===== src/rtl/hex_word_sender.sv =====
// Prints a 4*NIBBLES-bit word as ASCII hex (MS nibble first) on a byte valid/ready stream.
// Optional trailing CR/LF when HEXDUMP_CRLF_EN is defined; first char one cycle after start; holds output while tx_ready=0.
module hex_word_sender #(
  parameter int NIBBLES = 8
) (
  input  logic                 clk,
  input  logic                 rst_n,
  input  logic                 start,
  input  logic [4*NIBBLES-1:0] data_in,
  output logic                 busy,
  output logic                 done,
  output logic [3:0]           nib_out,
  input  logic [3:0]           asc_hi,
  input  logic [3:0]           asc_lo,
  output logic [7:0]           tx_data,
  output logic                 tx_valid,
  input  logic                 tx_ready
);

  localparam int W  = 4 * NIBBLES;
  localparam int CW = (NIBBLES > 1) ? $clog2(NIBBLES) : 1;

  typedef enum logic [1:0] {IDLE, SEND, CR, LF} state_t;

  state_t          state, state_nxt;
  logic [W-1:0]    sr;
  logic [CW-1:0]   cnt;
  logic            hs;
  logic            fin;

  assign hs = tx_valid & tx_ready;

  always_ff @(posedge clk or negedge rst_n) begin
    if (!rst_n) state <= IDLE;
    else        state <= state_nxt;
  end

  always_comb begin
    state_nxt = state;
    fin       = 1'b0;
    busy      = 1'b0;
    tx_valid  = 1'b0;
    nib_out   = 4'h0;
    tx_data   = 8'h00;
    case (state)
      IDLE: begin
        if (start) state_nxt = SEND;
      end
      SEND: begin
        busy     = 1'b1;
        tx_valid = 1'b1;
        nib_out  = sr[W-1 -: 4];
        tx_data  = {asc_hi, asc_lo};
        if (tx_ready && cnt == '0) begin
`ifdef HEXDUMP_CRLF_EN
          state_nxt = CR;
`else
          state_nxt = IDLE;
          fin       = 1'b1;
`endif
        end
      end
      CR: begin
        busy     = 1'b1;
        tx_valid = 1'b1;
        tx_data  = 8'h0D;
        if (tx_ready) state_nxt = LF;
      end
      LF: begin
        busy     = 1'b1;
        tx_valid = 1'b1;
        tx_data  = 8'h0A;
        if (tx_ready) begin
          state_nxt = IDLE;
          fin       = 1'b1;
        end
      end
      default: state_nxt = IDLE;
    endcase
  end

  // Shift register always presents the next digit in its top nibble.
  always_ff @(posedge clk or negedge rst_n) begin
    if (!rst_n) begin
      sr   <= '0;
      cnt  <= '0;
      done <= 1'b0;
    end else begin
      done <= fin;
      if (state == IDLE && start) begin
        sr  <= data_in;
        cnt <= CW'(NIBBLES - 1);
      end else if (state == SEND && hs) begin
        sr  <= sr << 4;
        cnt <= cnt - CW'(1);
      end
    end
  end

endmodule


===== config.mk =====
export PLATFORM = sky130hd
export DESIGN_NAME = hex_word_sender
export DESIGN_NICKNAME = d
export VERILOG_FILES = /design/src/rtl/hex_word_sender.sv
export SDC_FILE = /design/constraint.sdc
export NUM_CORES = 1
export LEC_CHECK = 0
export ABC_AREA = 0
export CORE_MARGIN = 2
export CORE_UTILIZATION = 35
export CTS_CLUSTER_DIAMETER = 30
export DETAILED_ROUTE_END_ITERATION = 8
export SLEW_MARGIN = 25
export SYNTH_ARGS = -nofsm -noshare
export SYNTH_HDL_FRONTEND = slang
export SYNTH_SLANG_ARGS = --single-unit

===== constraint.sdc =====
create_clock -name clk -period 5.1 [get_ports clk]
set_clock_uncertainty 0.15 [all_clocks]
set_input_delay 1.53 -clock clk [delete_from_list [all_inputs] [get_ports clk]]
set_output_delay 1.53 -clock clk [all_outputs]
set_load 0.01 [all_outputs]

==> summary.txt <==
Horiz. Die Dim - 79.1 um
Layout overhead on the synthesized area - 34.9%
Hold Path Stages - 1
Crit path max-delay family - buffers and inverters
Critical Path Fanout Max - 1
Initial antenna violation count - 0
Largest family of logic cells by synthesized area - compound AO/OA/AOI/OAI gates
Worst EP required - 3420 ps
LEAKAGE - 1.05 nW
Num rows - 27
Layout cell share with drive strength beyond 1 - 0.157
Avg Cell Area, Syn - 11.8 um2
Most used DFF post-synth - dfrtp_1
Ant diodes - 0
Filler cell count - 538
Vias in the first global route - 1584
Post-CTS Setup Bufs - 0
Ports - 59
CTS root buf - clkbuf_8
Relative slew slack - 0.428
Initial Utilization - 0.361
Syn nets - 214
Synthesized area - 0.00197 mm2
First-pass GRT wire length - 7510 um
Slew Limit Fails - 0
Wire per inst - 15.3 um
PnR worst setup slack - 776 ps
Overall routing resource usage - 0.154
Deepest clock path buffer count - 2
CP Data Arrival Time - 2640 ps
Int Power - 0.000803 W
Max-capacitance violation count - 0
Drt total wl - 4500 um
Count of final setup violators - 0
CP endpoint kind - output pin
Fraction of power consumed by sequential logic - 0.421
Clock sink count - 38
Pre-CTS setup slack - 773 ps
CP Class - primary input to output pin
P_sw - 0.000341 W
Sequential area share after synthesis - 0.482
#FFs+latches synth - 38
Synth Area in Adders - 0.0127
EDFF count, synth - 0
Async SR Flop Fraction - 1.00
Post-synthesis compound-gate area fraction - 0.359
WP depth - 4
DIE HEIGHT - 79.1 um
Cell Pwr Density - 430 mW/mm2
DRC - 0
Buf/Inv on CP - 2
TritonCTS clock tree - built
Worst slew pin tran - 858 ps
Via/cell ratio - 5.32
Post-DP HPWL - 2840 um
Mapped Cells - 168
Total CTS buffers - 5
FF-to-FF path depth - 5
Htree depth - 2
Routed Antenna Nets - 0
Drt pass-1 iters - 4
Clk slew on worst S/H paths - 70 ps
Cell at the slowest stage of the critical path - clkdlybuf4s50_1
Slowest cell delay on critical path - 530 ps
Final setup TNS - 0 ps
Final Net Count - 268
Post-Synth Simple-Gate Area - 0.0849
Sw frac - 0.298
Final hold viol count - 0
Initial DRC Count - 153
Crit-path cells - clkdlybuf4s50_1, nor2_1, nor2_1, clkdlybuf4s50_1
Yosys warns - 0
Die area - 0.00626 mm2
Crit path time final - 4320 ps
Core area - 0.00547 mm2
Status - finished, final reports clean
Synth unique cells - 31
Commonest non-fill, non-tap cell in the layout - clkdlybuf4s50_1
Worst hold path class - register to register
Comb pwr share - 0.395
GPL Wtd Cong - 0.725
Maximum vdd drop - 0.000165 V
Most frequent cells in the layout - clkdlybuf4s50_1, dfrtp_1, o22ai_1
I/O Buffers - 58
Via count - 1569
Type of origin of the critical path - primary input
Largest net degree at the start of global routing - 39
Grt ovf - 0
Fmax - 231 MHz
Mux cell area share after synthesis - 0.00507
RSZ-0062 raised after global routing - no
Hold bufs inserted after CTS - 0
Xor/xnor share of the synthesized area - 0
Resized cells post-CTS - 0
Clk pwr share - 0.184
Clock latency at the later pin of the worst-skew pair - 290 ps
Final Cycle Share - 0.848
==> sequential cells by signal (all words and copies together) (netlist names) <==
| register | count |
|---|---|
| done | 1 |
| cnt | 3 |
| sr | 32 |
| state | 2 |
==> power by group through the flow <==
stage	clock, W	combinational [W]	sequential [W]
floorplan	0	0.000328	0.000472
global placement	0	0.000448	0.000484
detailed placement	0	0.000455	0.000487
CTS	0.000218	0.000459	0.000481
global route	0.000229	0.000493	0.000495
finish	0.000211	0.000452	0.000481
==> cell type report <==
type,instances,area [um2],area share
flip-flops and latches,38,951,0.357
multi-input cells,111,911,0.342
repair buffers,62,606,0.227
clock buffers,7,86.3,0.0324
clock inverters,1,5.00,0.00188
well taps,72,90.1,0.0338
inverters,4,15.0,0.00564
==> metrics by stage <==
| step | hold slack (ps) | instance area [um2] | power, W | cells | util |
|---|---|---|---|---|---|
| finish | 345 | 2660 | 0.00114 | 295 | 0.487 |
| global route | 375 | 2660 | 0.00122 | 295 | 0.487 |
| CTS | 347 | 2660 | 0.00116 | 295 | 0.487 |
| detailed placement | 330 | 2570 | 0.000941 | 287 | 0.470 |
| global placement | 322 | 2570 | 0.000931 | 287 | 0.470 |
| floorplan | 312 | 1970 | 0.000799 | 168 | - |
==> layer usage <==
metal / track usage / part of all wire / vias up
met4: 0.0517 / 0.016 / 0
met3: 0.0364 / 0.053 / 5
met2: 0.244 / 0.47 / 42
met1: 0.207 / 0.47 / 772
li1: - / - / 750
met5: 0 / 0 / -
==> worst paths after layout <==
| check | start | to | slack (ps) |
|---|---|---|---|
| min reg2reg | sr[30]$_DFFE_PN0P_ | sr[30]$_DFFE_PN0P_ | 340 |
| max in group asynchronous | rst_n | sr[3]$_DFFE_PN0P_ | 3050 |
| max reg2reg | state[0]$_DFFE_PN0P_ | sr[30]$_DFFE_PN0P_ | 2960 |
| min | sr[30]$_DFFE_PN0P_ | sr[30]$_DFFE_PN0P_ | 340 |
| max | asc_lo[1] | tx_data[1] | 780 |
| min in group asynchronous | rst_n | sr[2]$_DFFE_PN0P_ | 1200 |
==> cells in the mapped netlist, types with 4 or more instances <==
library cell | n | share of area
o21ai_0 | 4 | 0.010
nor2_1 | 5 | 0.0095
inv_1 | 4 | 0.0076
a2bb2oi_1 | 7 | 0.031
and2_1 | 8 | 0.025
o2bb2ai_1 | 4 | 0.018
o22ai_1 | 28 | 0.089
dfrtp_1 | 38 | 0.48
a2bb2oi_2 | 20 | 0.15
buf_2 | 6 | 0.015
nor2b_1 | 5 | 0.016
nand2_1 | 4 | 0.0076
a21oi_1 | 9 | 0.023
==> logic make-up (layout without fill, tap and decap cells) <==
| family | Yosys count | in the layout |
|---|---|---|
| flip-flops | 38 | 38 |
| AO/OA/AOI/OAI | 80 | 80 |
| multiplexers | 1 | 1 |
| adder cells (fa/ha/maj) | 2 | 2 |
| AND/OR/NAND/NOR | 28 | 28 |
| buffers and inverters | 19 | 74 |
==> worst register-to-register path, stage by stage, from the launching register on <==
cell and delay, ps:
dfrtp_1 360, buf_4 190, nand2b_4 340, a21oi_4 490, buf_4 370, o2bb2a_1 200
Note: power is estimated with default switching activity, not from simulation.
